`src/rtl/rom_arbiter_if.sv`:
```
`default_nettype none
// +----------------------------------------------------------------------------+
// | Module      : rom_arbiter_if                                               |
// | Description : Requester-side bundle of the shared lookup-ROM arbiter.      |
// |               Carries the per-requester lookup handshake and the tagged    |
// |               response bus.                                                |
// | Signals     : req_valid_i [NUM_REQ]            lookup pending per requester |
// |               req_addr_i  [NUM_REQ*ADDR_WIDTH] packed lookup addresses      |
// |               req_ready_o [NUM_REQ]            one-hot grant                |
// |               rsp_valid_o [NUM_REQ]            one-hot response owner       |
// |               rsp_data_o  [DATA_WIDTH]         shared response data         |
// | Modports    : slave  - arbiter side (directions follow the _i/_o suffixes) |
// |               master - requester side                                      |
// | Revision    : 1.0  initial release                                         |
// +----------------------------------------------------------------------------+
interface rom_arbiter_if #(
  parameter int NUM_REQ    = 4,
  parameter int ADDR_WIDTH = 8,
  parameter int DATA_WIDTH = 8
);

  logic [NUM_REQ-1:0]            req_valid_i;
  logic [NUM_REQ*ADDR_WIDTH-1:0] req_addr_i;
  logic [NUM_REQ-1:0]            req_ready_o;
  logic [NUM_REQ-1:0]            rsp_valid_o;
  logic [DATA_WIDTH-1:0]         rsp_data_o;

  modport slave (
    input  req_valid_i,
    input  req_addr_i,
    output req_ready_o,
    output rsp_valid_o,
    output rsp_data_o
  );

  modport master (
    output req_valid_i,
    output req_addr_i,
    input  req_ready_o,
    input  rsp_valid_o,
    input  rsp_data_o
  );

endinterface
`default_nettype wire

```
`src/rtl/rom_arbiter.sv`:
```
`default_nettype none
// +----------------------------------------------------------------------------+
// | Module      : rom_arbiter                                                  |
// | Description : Shares one synchronous single-port lookup ROM between        |
// |               NUM_REQ requesters. Work-conserving round-robin grant of at  |
// |               most one lookup per cycle, fully pipelined; read data is     |
// |               returned tagged (one-hot) to the issuing requester           |
// |               ROM_LATENCY cycles after the grant.                          |
// | Ports       : clk_i          in   clock, rising edge                       |
// |               rst_i          in   synchronous active-high reset            |
// |               bus_if         slave requester handshake / response bundle  |
// |               rom_addr_o     out  address to the ROM                      |
// |               rom_data_i     in   data from the ROM                        |
// |               perf_clr_i     in   (ROM_ARB_PERF_EN) clear grant counters   |
// |               perf_grants_o  out  (ROM_ARB_PERF_EN) 16b counter per req    |
// | Config      : ROM_ARB_PERF_EN - adds saturating per-requester grant        |
// |               counters; arbitration is identical either way.               |
// | Revision    : 1.0  initial release                                         |
// +----------------------------------------------------------------------------+
module rom_arbiter #(
  parameter int NUM_REQ     = 4,
  parameter int ADDR_WIDTH  = 8,
  parameter int DATA_WIDTH  = 8,
  parameter int ROM_LATENCY = 1
) (
  input  logic                  clk_i,
  input  logic                  rst_i,
  rom_arbiter_if.slave          bus_if,
  output logic [ADDR_WIDTH-1:0] rom_addr_o,
  input  logic [DATA_WIDTH-1:0] rom_data_i
`ifdef ROM_ARB_PERF_EN
  ,
  input  logic                  perf_clr_i,
  output logic [NUM_REQ*16-1:0] perf_grants_o
`endif
);

  localparam int PTR_W = (NUM_REQ > 1) ? $clog2(NUM_REQ) : 1;
  // One extra bit so pointer + offset never overflows before the wrap.
  localparam int IDX_W = PTR_W + 1;

  // --------------------------------------------------------------------------
  // Round-robin pointer
  // --------------------------------------------------------------------------
  logic [PTR_W-1:0]   ptr_q;
  logic [PTR_W-1:0]   ptr_d;

  logic               grant_vld;
  logic [PTR_W-1:0]   grant_idx;
  logic [NUM_REQ-1:0] grant_oh;
  logic [IDX_W-1:0]   scan_idx;

  // Scan the valid vector starting at the pointer, wrapping to 0; the first
  // requester found wins. Reset suppresses any grant.
  always_comb begin
    grant_vld = 1'b0;
    grant_idx = '0;
    scan_idx  = '0;
    for (int k = 0; k < NUM_REQ; k++) begin
      scan_idx = {1'b0, ptr_q} + IDX_W'(k);
      if (scan_idx >= IDX_W'(NUM_REQ)) begin
        scan_idx = scan_idx - IDX_W'(NUM_REQ);
      end
      if (!grant_vld && bus_if.req_valid_i[scan_idx[PTR_W-1:0]]) begin
        grant_vld = 1'b1;
        grant_idx = scan_idx[PTR_W-1:0];
      end
    end
    if (rst_i) begin
      grant_vld = 1'b0;
      grant_idx = '0;
    end
  end

  assign grant_oh = grant_vld ? (NUM_REQ'(1) << grant_idx) : '0;

  // Next search starts just past the winner so every requester is served
  // within NUM_REQ-1 cycles under full load.
  always_comb begin
    ptr_d = ptr_q;
    if (grant_vld) begin
      if (grant_idx == PTR_W'(NUM_REQ - 1)) begin
        ptr_d = '0;
      end else begin
        ptr_d = grant_idx + PTR_W'(1);
      end
    end
  end

  always_ff @(posedge clk_i) begin
    if (rst_i) begin
      ptr_q <= '0;
    end else begin
      ptr_q <= ptr_d;
    end
  end

  assign bus_if.req_ready_o = grant_oh;

  // --------------------------------------------------------------------------
  // ROM address: the ROM samples it on the same edge that completes the
  // transfer, so it is driven combinationally from the grant.
  // --------------------------------------------------------------------------
  always_comb begin
    rom_addr_o = '0;
    if (grant_vld) begin
      rom_addr_o = bus_if.req_addr_i[grant_idx*ADDR_WIDTH +: ADDR_WIDTH];
    end
  end

  // --------------------------------------------------------------------------
  // Tag pipe: tracks which requester owns each lookup in flight, matched to
  // the ROM read latency so the last stage lines up with rom_data_i.
  // --------------------------------------------------------------------------
  logic               tag_vld_q [ROM_LATENCY];
  logic [NUM_REQ-1:0] tag_id_q  [ROM_LATENCY];

  always_ff @(posedge clk_i) begin
    if (rst_i) begin
      for (int s = 0; s < ROM_LATENCY; s++) begin
        tag_vld_q[s] <= 1'b0;
        tag_id_q[s]  <= '0;
      end
    end else begin
      tag_vld_q[0] <= grant_vld;
      tag_id_q[0]  <= grant_oh;
      for (int s = 1; s < ROM_LATENCY; s++) begin
        tag_vld_q[s] <= tag_vld_q[s-1];
        tag_id_q[s]  <= tag_id_q[s-1];
      end
    end
  end

  // A response due in a reset cycle belongs to a discarded lookup, so it is
  // masked here rather than waiting for the pipe to clear on the next edge.
  logic rsp_any;

  assign rsp_any            = tag_vld_q[ROM_LATENCY-1] && !rst_i;
  assign bus_if.rsp_valid_o = rsp_any ? tag_id_q[ROM_LATENCY-1] : '0;
  assign bus_if.rsp_data_o  = rsp_any ? rom_data_i : '0;

`ifdef ROM_ARB_PERF_EN
  // --------------------------------------------------------------------------
  // Per-requester saturating grant counters. Clear has priority over a
  // same-cycle increment.
  // --------------------------------------------------------------------------
  for (genvar i = 0; i < NUM_REQ; i++) begin : g_perf
    logic [15:0] cnt_q;

    always_ff @(posedge clk_i) begin
      if (rst_i || perf_clr_i) begin
        cnt_q <= '0;
      end else if (grant_oh[i] && (cnt_q != 16'hFFFF)) begin
        cnt_q <= cnt_q + 16'd1;
      end
    end

    assign perf_grants_o[i*16 +: 16] = cnt_q;
  end
`endif

endmodule
`default_nettype wire

```
`src/flat_wrapper.sv`:
```
// flat-port wrapper written by rule: the top's interface ports become plain ports
module rom_arbiter_flat 
#(
  parameter int NUM_REQ     = 4,
  parameter int ADDR_WIDTH  = 8,
  parameter int DATA_WIDTH  = 8,
  parameter int ROM_LATENCY = 1
)
  (clk_i, rst_i, rom_addr_o, rom_data_i, bus_if_req_valid_i, bus_if_req_addr_i, bus_if_req_ready_o, bus_if_rsp_valid_o, bus_if_rsp_data_o);
  rom_arbiter_if #(.NUM_REQ(NUM_REQ), .ADDR_WIDTH(ADDR_WIDTH), .DATA_WIDTH(DATA_WIDTH)) bus_if_i ();
  input  logic clk_i;
  input  logic rst_i;
  output logic [ADDR_WIDTH-1:0] rom_addr_o;
  input  logic [DATA_WIDTH-1:0] rom_data_i;
  input wire logic [$bits(bus_if_i.req_valid_i)-1:0] bus_if_req_valid_i;
  input wire logic [$bits(bus_if_i.req_addr_i)-1:0] bus_if_req_addr_i;
  output wire logic [$bits(bus_if_i.req_ready_o)-1:0] bus_if_req_ready_o;
  output wire logic [$bits(bus_if_i.rsp_valid_o)-1:0] bus_if_rsp_valid_o;
  output wire logic [$bits(bus_if_i.rsp_data_o)-1:0] bus_if_rsp_data_o;
  assign bus_if_i.req_valid_i = bus_if_req_valid_i;
  assign bus_if_i.req_addr_i = bus_if_req_addr_i;
  assign bus_if_req_ready_o = bus_if_i.req_ready_o;
  assign bus_if_rsp_valid_o = bus_if_i.rsp_valid_o;
  assign bus_if_rsp_data_o = bus_if_i.rsp_data_o;
  rom_arbiter #(.NUM_REQ(NUM_REQ), .ADDR_WIDTH(ADDR_WIDTH), .DATA_WIDTH(DATA_WIDTH), .ROM_LATENCY(ROM_LATENCY)) u_core (.clk_i(clk_i), .rst_i(rst_i), .bus_if(bus_if_i), .rom_addr_o(rom_addr_o), .rom_data_i(rom_data_i));
endmodule
```
`config.mk`:
```
export PLATFORM = sky130hd
export DESIGN_NAME = rom_arbiter_flat
export DESIGN_NICKNAME = d
export VERILOG_FILES = /design/src/rtl/rom_arbiter_if.sv /design/src/rtl/rom_arbiter.sv /design/src/flat_wrapper.sv
export SDC_FILE = /design/constraint.sdc
export NUM_CORES = 1
export LEC_CHECK = 0
export CORE_ASPECT_RATIO = 0.75
export CORE_MARGIN = 2
export CORE_UTILIZATION = 31
export CTS_CLUSTER_SIZE = 16
export DETAILED_ROUTE_END_ITERATION = 8
export PLACE_DENSITY = 0.8
export SYNTH_ARGS = -nofsm -noshare
export SYNTH_HDL_FRONTEND = slang
export SYNTH_SLANG_ARGS = --single-unit
```
`constraint.sdc`:
```
create_clock -name clk_i -period 2.5 [get_ports clk_i]
set_input_delay 0.5 -clock clk_i [delete_from_list [all_inputs] [get_ports clk_i]]
set_output_delay 0.5 -clock clk_i [all_outputs]
set_load 0.03 [all_outputs]
```
Word-level counts from Yosys, hierarchy flattened
Memories as Yosys holds them, arrays and structs flattened.
Index checks and enable logic that the tools add are counted.
- register bits after elaboration: 2
- latch bits: 0
- memory bits (writable): 5
- memory bits (read-only): 0
- input port bits: 46
- output and inout bits: 24
- logic and storage cells: 66
- memories: 2
- add/sub/neg operators: 8
- multipliers: 0
- divide/modulo/power cells: 0
- magnitude comparators: 8
- eq/ne operators: 1
- shift-type cells: 2
- mux-type cells: 34
- bitwise operators: 0
- reduce and logical (&&, ||, !) cells: 10
- memories (memory ; words ; width ; rd ports ; clocked after memory_dff ; write ports ; line ; RTL):
    u_core.tag_id_q ; 1 ; 4 ; 1 ; 0 ; 1 ; rom_arbiter.sv:116 ; logic [NUM_REQ-1:0] tag_id_q [ROM_LATENCY];
    u_core.tag_vld_q ; 1 ; 1 ; 1 ; 0 ; 1 ; rom_arbiter.sv:115 ; logic tag_vld_q [ROM_LATENCY];
- operator list (operator ; count):
    32-bit by 6-bit indexed part select with 8-bit output ; 1
    2-bit 2-to-1 mux ; 10
    8-bit 2-to-1 mux ; 2
    1-bit 2-to-1 mux ; 15
    2-bit by 3-bit less-than comparator with 1-bit output (second input constant) ; 4
    4-bit 2-to-1 mux ; 3
    3-bit greater-or-equal comparator (second input constant) ; 3
    1-bit binary-select mux with 2-bit select ; 4
    2-bit by 1-bit subtractor with 2-bit output (second input constant) ; 4
    2-bit by 2-bit adder with 3-bit output (second input constant) ; 2
    1-bit logical AND ; 4
    1-bit logical NOT ; 4
    4-bit OR reduction ; 1
    1-bit by 2-bit << shifter with 4-bit output (first input constant) ; 1
    2-bit by 1-bit adder with 3-bit output (second input constant) ; 1
    2-bit by 3-bit greater-or-equal comparator with 1-bit output (second input constant) ; 1
    2-bit by 1-bit adder with 2-bit output (second input constant) ; 1
    2-bit == test (second input constant) ; 1
    1-bit OR reduction ; 1

Longest topological paths before layout
Gate-level depths: netlist (run 1).
- depth in word-level cells: 18
- depth in mapped cells: 9

Worst setup path after synthesis (run 1)
Ideal clock, no wire load.
- kind: input-to-output
- start: in bus_if_req_valid_i[0]
- end: out bus_if_req_ready_o[3]
- data arrival time: 1914 ps
- required time: 2000 ps
- path slack: 86 ps
- stages: 8
- buffers on the path: 2
- path through: o21bai_1 a21o_1 a221o_1 buf_6 buf_6 inv_1 ha_1 and2_1
- cells in the longest elaborated chain, start to end: 15
- ends and longest elaborated chain (element ; line ; RTL):
    start: declaration ; flat_wrapper.sv:15 ; input wire logic [$bits(bus_if_i.req_valid_i)-1:0] bus_if_req_valid_i;
    1-bit binary-select mux with 2-bit select ; rom_arbiter.sv:64 ; if (!grant_vld && bus_if.req_valid_i[scan_idx[PTR_W-1:0]]) begin
    1-bit 2-to-1 mux (not written as such) ; rom_arbiter.sv:64 ;
    1-bit 2-to-1 mux ; rom_arbiter.sv:64 ;
    1-bit logical NOT ; rom_arbiter.sv:64 ;
    1-bit logical AND ; rom_arbiter.sv:64 ;
    1-bit 2-to-1 mux ; rom_arbiter.sv:64 ;
    1-bit logical NOT ; rom_arbiter.sv:64 ;
    1-bit logical AND ; rom_arbiter.sv:64 ;
    1-bit 2-to-1 mux ; rom_arbiter.sv:64 ;
    1-bit logical NOT ; rom_arbiter.sv:64 ;
    1-bit logical AND ; rom_arbiter.sv:64 ;
    2-bit 2-to-1 mux ; rom_arbiter.sv:64 ;
    2-bit 2-to-1 mux ; rom_arbiter.sv:69 ; if (rst_i) begin
    1-bit by 2-bit << shifter with 4-bit output ; rom_arbiter.sv:75 ; assign grant_oh = grant_vld ? (NUM_REQ'(1) << grant_idx) : '0;
    4-bit 2-to-1 mux * ; rom_arbiter.sv:75 ;
    end: declaration ; flat_wrapper.sv:17 ; output wire logic [$bits(bus_if_i.req_ready_o)-1:0] bus_if_req_ready_o;
Mark *: on every way between the ends. The rest lies on a longest branch, timed or not. The select of a mux whose other input is x is not followed.

Worst setup path after layout (run 1)
- start: reg u_core.ptr_q[1]
- end: out rom_addr_o[7]
- cells in the longest elaborated chain, start to end: 17
- ends and longest elaborated chain (element ; line ; RTL):
    start: declaration ; rom_arbiter.sv:45 ; logic [PTR_W-1:0] ptr_q;
    start signal: assignment ; rom_arbiter.sv:94 ; ptr_q <= ptr_d;
    parallel branches: the longest is 16 deep, another holds 2-bit by 1-bit adder with 3-bit output ; - ;
    8-bit 2-to-1 mux * ; rom_arbiter.sv:106 ; if (grant_vld) begin
    end: declaration ; flat_wrapper.sv:13 ; output logic [ADDR_WIDTH-1:0] rom_addr_o;
Every way passes the cells marked *. The select of a mux whose other input is x is not followed.

==> qor.yml, run 1 <==
maxSlewHeadroom: 0.6561
max-cap-violations: 0
routed_wl_um: 3865
arrival_ns: 2.20
setup_viol: 8
grt_pass1_vias: 1181
wl_per_cell_um: 17.89
nets: 233
synth_cell_types: 26
p_per_area_nw_per_um2: 369.3
worstPathRequired_ns: 2.00
synthTopCellsByCount: "and2_1 (20), mux2i_1 (10), a211oi_2 (8), a221oi_1 (8), dfxtp_1 (7)"
grt_pass1_wl_um: 5416
hold_viol: 0
yosys_warnings: 0
postRouteAntennaNets: 0
avgSynthCellArea_sq_um: 8.986
max_freq_mhz: 370.8
track_usage: 0.2381
ys_async_sr_fraction: 0
vias: 1096
drc: 0
crit_type: "register to primary output"
synth_seq_cells: 7
cts_tree: "done"
drv_slew: 0
critPathCaptureType: "primary output"
drt_first_pass_iters: 4
grt_max_degree: 13
post-route-period-util: 1.079
cts.htree.levels: 1
syn-num-nets: 138
p_total_mw: 0.7675
worst_slack_ns: -0.1966
cts_hold_buf: 0
wl_met1_um: 1559
synth_most_common_cell: "and2_1"
cts_sinks: 7
cp_max_fo: 6
top_layer: "met4"
clk_path_buf_depth: 2
status: "complete, but fails checks"
n_antenna_cell: 0
hpwlAfterDp_um: 2451
start_util: 0.3344
rsz0062_at_grt: "yes"
core-area_sq_um: 2365
yosys.area.top_type: "dfxtp_1"
die_w_um: 62.32
via_per_inst: 5.074
antenna_found_initial: 0
ys_seq_area_frac: 0.1772
final.setup.tns_ns: -0.9950
die_area_sq_um: 2975
met2_length_um: 2064
ios: 70
synth_top_area_frac: 0.1772
finalInstanceArea_sq_um: 2078
port_buffers: 69
register_area_sq_um: 145.1
skew_ns: 0.003949
netlist_instances: 88
synth_top_flop_cell: "dfxtp_1"
numCtsBuffers: 3
clk_latency_ns: 0.25
vdd_drop_max_v: 0.0002234
dpl-instance-area_sq_um: 1584
cts_root_buf: "clkbuf_4"
drive_gt1_frac: 0.5440
dr_wl_met3_um: 194
worst_pin_slew_ns: 0.5148
overflow: 0
post-route-min-period_ns: 2.697
synth.area.top_cells: "dfxtp_1 (18%), and2_1 (16%), a211oi_2 (13%)"
fp-row-count: 15
failed_checks: "negative setup slack"
netlist_area_sq_um: 790.8
clk_pin_slew_ns: 0.05
start_kind: "register"
leakage_nw: 0.8526
fillers: 120
routabilityCongestion: 0.9197
die_y_um: 47.74
drt_iter0_markers: 10
multi_input_area_sq_um: 887.1
synthToLayoutAreaGrowth_pct: 162.8
synth-edff-count: 0
hp-class: "register to register"
## worst max-delay path: stages (launching register included)
cell and delay (ns):
dfxtp_4 0.38, buf_6 0.13, nand2b_1 0.17, a21oi_2 0.09, buf_4 0.14, nor2_4 0.23, buf_12 0.18, mux2i_2 0.34
a211oi_4 0.12, buf_6 0.16
## sequential cells by signal, summed over array words and instances (netlist names)
name              cells
u_core.tag_id_q       4
u_core.ptr_q          2
u_core.tag_vld_q      1
## cell families (layout without fill, tap and decap cells)
kind of cell	count (synthesis)	in the layout	share of synthesized area
buffers and inverters	8	102	0.07120
AND/OR/NAND/NOR	34	34	0.2611
adder cells (fa/ha/maj)	4	4	0.06329
multiplexers	10	10	0.1266
AO/OA/AOI/OAI	25	25	0.3006
flip-flops	7	7	0.1772
## per-stage QoR
step	cells	utilization	hold WS (ns)	worst slack, ns
3_5_place_dp	206	0.6698	0.5785	-0.7662
3_3_place_gp	206	0.6698	0.5593	-0.7281
4_1_cts	215	0.8286	0.5479	-0.09522
6_report	216	0.8788	0.5848	-0.1966
5_1_grt	216	0.8788	0.5906	-0.2056
2_1_floorplan	88	-	0.5506	0.08598
## layer usage
metal,GRT usage,up-vias
met3,0.05176,4
met1,0.2402,519
li1,-,523
met5,0,-
met2,0.5109,50
met4,0.09333,0
## layout make-up
type / instances / area share
Clock buffer: 4 / 0.01264
Inverter: 3 / 0.005418
Timing Repair Buffer: 95 / 0.4648
Tap cell: 34 / 0.02047
Sequential cell: 7 / 0.06984
Multi-Input combinational cell: 73 / 0.4269
## path summary, 6_finish.rpt
kind / from / endpoint / slack [ns] / cells past startpoint
worst max-delay path: u_core.ptr_q[1] / rom_addr_o[7] / -0.20 / 9
worst min-delay path: u_core.ptr_q[1] / u_core.ptr_q[1] / 0.58 / 2
worst min register to register: u_core.ptr_q[1] / u_core.ptr_q[1] / 0.58 / 2
worst max register to register: u_core.ptr_q[1] / u_core.ptr_q[1] / 0.66 / 8
## cell usage in the layout (no fill, tap or decap), drive strengths merged, types with 2 or more instances in the layout
| master | instances |
|---|---|
| nand3b | 2 |
| inv | 3 |
| nor2 | 4 |
| clkbuf | 4 |
| ha | 4 |
| dfxtp | 7 |
| clkdlybuf4s50 | 40 |
| and2 | 20 |
| buf | 54 |
| a221oi | 8 |
| a21o | 2 |
| mux2i | 10 |
| a211oi | 8 |
| nand2b | 2 |
| nor2b | 3 |
## report_power, final
part	switching, mW	internal, mW	total, mW
sequential	0.00823	0.121	0.130
clock	0.0395	0.0608	0.100
combinational	0.254	0.283	0.538
total	0.302	0.466	0.768
## what timing repair did
item | CTS | global route
hold endpoints to repair | 0 | 0
cloned | 4 | 0
pin swaps | 11 | 7
endpoints found under the setup margin | 12 | 12
setup buffers | 2 | 1
gates resized for setup | 79 | 13
Power figures use the tool's default switching activity.
==> run 2, diff against run 1 <==
--- a/config.mk
+++ b/config.mk
@@ -5,6 +5,7 @@
 export SDC_FILE = /design/constraint.sdc
 export NUM_CORES = 1
 export LEC_CHECK = 0
+export ABC_CLOCK_PERIOD_IN_PS = 2500
 export CORE_ASPECT_RATIO = 0.75
 export CORE_MARGIN = 2
 export CORE_UTILIZATION = 31
==> results of run 2 <==
No change in the layout: final DEF, timing and power equal those of run 1.
==> run 3, diff against run 2 <==
--- a/config.mk
+++ b/config.mk
@@ -11,7 +11,7 @@
 export CORE_UTILIZATION = 31
 export CTS_CLUSTER_SIZE = 16
 export DETAILED_ROUTE_END_ITERATION = 8
-export PLACE_DENSITY = 0.8
+export PLACE_DENSITY = 0.84
 export SYNTH_ARGS = -nofsm -noshare
 export SYNTH_HDL_FRONTEND = slang
 export SYNTH_SLANG_ARGS = --single-unit
==> qor.yml, run 3 (synthesized netlist as in run 1, its figures left out) <==
status: "complete, but fails checks"  # unchanged
failed_checks: "negative setup slack"  # unchanged
postRouteAntennaNets: 0  # unchanged
hpwlAfterDp_um: 2333  # was 2451 um
overflow: 0  # unchanged
clk_latency_ns: 0.26  # was 0.25 ns
wl_per_cell_um: 22.43  # was 17.89 um
fp-row-count: 15  # unchanged
cts.htree.levels: 1  # unchanged
drt_iter0_markers: 47  # was 10
post-route-period-util: 1.086  # was 1.079
cp_slowest_cell: "a221o_2"  # was dfxtp_4
n_antenna_cell: 0  # unchanged
antenna_found_initial: 0  # unchanged
routed_wl_um: 4912  # was 3865 um
min_path_cells: 2  # unchanged
hold_slack_ns: 0.6400  # was 0.5848 ns
cts_hold_buf: 0  # unchanged
cts_root_buf: "clkbuf_4"  # unchanged
fin_cells: 219  # was 216
vdd_drop_max_v: 0.0002354  # was 0.0002234 V
final_cell_mix: "clkdlybuf4s50_1 (40), buf_4 (35), and2_1 (16)"  # was clkdlybuf4s50_1 (40), buf_4 (33), and2_1 (16)
cts_tree: "done"  # unchanged
drv_slew: 0  # unchanged
max_freq_mhz: 368.2  # was 370.8 MHz
cp_slowest_stage_delay_ns: 0.46  # was 0.38 ns
worstReg2RegEnd: "u_core.ptr_q[1]"  # unchanged
numCtsBuffers: 3  # unchanged
dp.cells: 206  # unchanged
fillers: 112  # was 120
layout_commonest_cell: "clkdlybuf4s50_1"  # unchanged
start_kind: "register"  # unchanged
vias: 1177  # was 1,096
rsz0062_at_grt: "yes"  # unchanged
finalInstanceArea_sq_um: 2041  # was 2078 sq um
largest_reg_flops: 4  # unchanged
nets: 236  # was 233
ff2ff_path_depth: 9  # was 8
critPathCaptureType: "primary output"  # unchanged
maxSlewHeadroom: 0.6676  # was 0.6561
rrSetupSlack_ns: 0.34  # was 0.66 ns
clk_path_buf_depth: 2  # unchanged
synthToLayoutAreaGrowth_pct: 158.1  # was 162.8%
arrival_ns: 2.22  # was 2.20 ns
reg_top3: "u_core.tag_id_q x4, u_core.ptr_q x2, u_core.tag_vld_q x1"  # unchanged
hold_viol: 0  # unchanged
port_buffers: 69  # unchanged
ios: 70  # unchanged
dpl-instance-area_sq_um: 1584  # unchanged
clk_pin_slew_ns: 0.06  # was 0.05 ns
track_usage: 0.2925  # was 0.2381
max-cap-violations: 0  # unchanged
worst_slack_ns: -0.2159  # was -0.1966 ns
cts_sinks: 7  # unchanged
hp-class: "register to register"  # unchanged
cp_max_fo: 5  # was 6
die_w_um: 62.32  # unchanged
grt_pass1_wl_um: 6423  # was 5416 um
r2r-start: "u_core.ptr_q[1]"  # unchanged
crit_path_start: "u_core.ptr_q[1]"  # unchanged
grt_max_degree: 13  # unchanged
hold_start: "u_core.ptr_q[1]"  # unchanged
routabilityCongestion: 0.8574  # was 0.9197
drive_gt1_frac: 0.5405  # was 0.5440
min_to: "u_core.ptr_q[1]"  # unchanged
drt_first_pass_iters: 4  # unchanged
drc: 0  # unchanged
core-area_sq_um: 2365  # unchanged
leakage_nw: 0.8506  # was 0.8526 nW
crit_type: "register to primary output"  # unchanged
critical_path.cell_chain: "nand3b_1, a21o_1, a221o_2, buf_12, buf_16, a211oi_2, buf_4"  # was buf_6, nand2b_1, a21oi_2, buf_4, nor2_4, buf_12, mux2i_2, a211oi_4, buf_6
grt_pass1_vias: 1186  # was 1,181
post-route-min-period_ns: 2.716  # was 2.697 ns
via_per_inst: 5.374  # was 5.074
die_area_sq_um: 2975  # unchanged
die_y_um: 47.74  # unchanged
worstPathRequired_ns: 2.00  # about the same
post-place-ws_ns: -0.7739  # was -0.7662 ns
start_util: 0.3344  # unchanged
skew_ns: 0.002977  # was 0.003949 ns
p_per_area_nw_per_um2: 388.8  # was 369.3 nW/um^2
p_total_mw: 0.7934  # was 0.7675 mW
setup_viol: 12  # was 8
regMostFlops: "u_core.tag_id_q"  # unchanged
worst_pin_slew_ns: 0.4941  # was 0.5148 ns
==> run 3: changes by cell type in the layout (fill, tap and decap cells not counted), moves of 2 or more <==
cell	before	now
buf_4	33	35
buf_6	11	14
ha_4	3	1
ha_2	0	2
buf_16	4	2
mux2i_4	3	5
==> run 3: where the power goes <==
group / internal, mW / total, mW / switching, mW / leakage (nW)
clock: 0.0615 / 0.113 / 0.0517 / 0.0150
sequential: 0.121 / 0.130 / 0.00829 / 0.0587
combinational: 0.284 / 0.551 / 0.267 / 0.777
total: 0.467 / 0.793 / 0.327 / 0.851
==> run 3: worst max-delay path: cells and delay by family, from the launching register on <==
kind / cells / cell delay [ns]
flip-flops: 1 / 0.36
buffers and inverters: 3 / 0.51
AND/OR/NAND/NOR: 1 / 0.20
AO/OA/AOI/OAI: 3 / 0.88
==> run 3: layout make-up <==
type / count / area (sq um) / share of cell area
timing repair buffer: 98 / 964.7 / 0.4727
sequential: 7 / 145.1 / 0.07112
inverter: 3 / 11.26 / 0.005518
clock buffer: 4 / 26.28 / 0.01288
tap: 34 / 42.54 / 0.02085
multi-input combinational: 73 / 850.8 / 0.4169
==> run 3: metrics by stage <==
| stage | util | setup TNS, ns |
|---|---|---|
| 4_1_cts | 0.8603 | -0.8170 |
| 2_1_floorplan | - | 0 |
| 5_1_grt | 0.8630 | -2.582 |
| 3_3_place_gp | 0.6698 | -5.499 |
| 6_report | 0.8630 | -1.981 |
| 3_5_place_dp | 0.6698 | -6.252 |
==> run 3: how the worst max path moves through the flow <==
stage	depth (start not counted)	slack [ns]	to
CTS	8	-0.09	rom_addr_o[7]
global placement	8	-0.71	bus_if_req_ready_o[2]
finish	7	-0.22	rom_addr_o[7]
floorplan	8	0.09	bus_if_req_ready_o[3]
detailed placement	8	-0.77	bus_if_req_ready_o[2]
global route	8	-0.26	rom_addr_o[0]
==> run 3: timing repair <==
item / 4_1_cts / 5_1_grt
endpoints found under the setup margin: 12 / 12
gates resized for setup: 80 / 12
buffers inserted: 8 / 0
cloned: 4 / 0
pin swaps: 16 / 11
==> run 3: per-layer routing <==
layer  vias up  share of wire  track usage
met5         -              0            0
met4         0          0.038       0.1156
met3        17          0.078      0.07294
met2        80           0.48       0.5522
met1       551           0.41       0.3380
li1        529              -            -
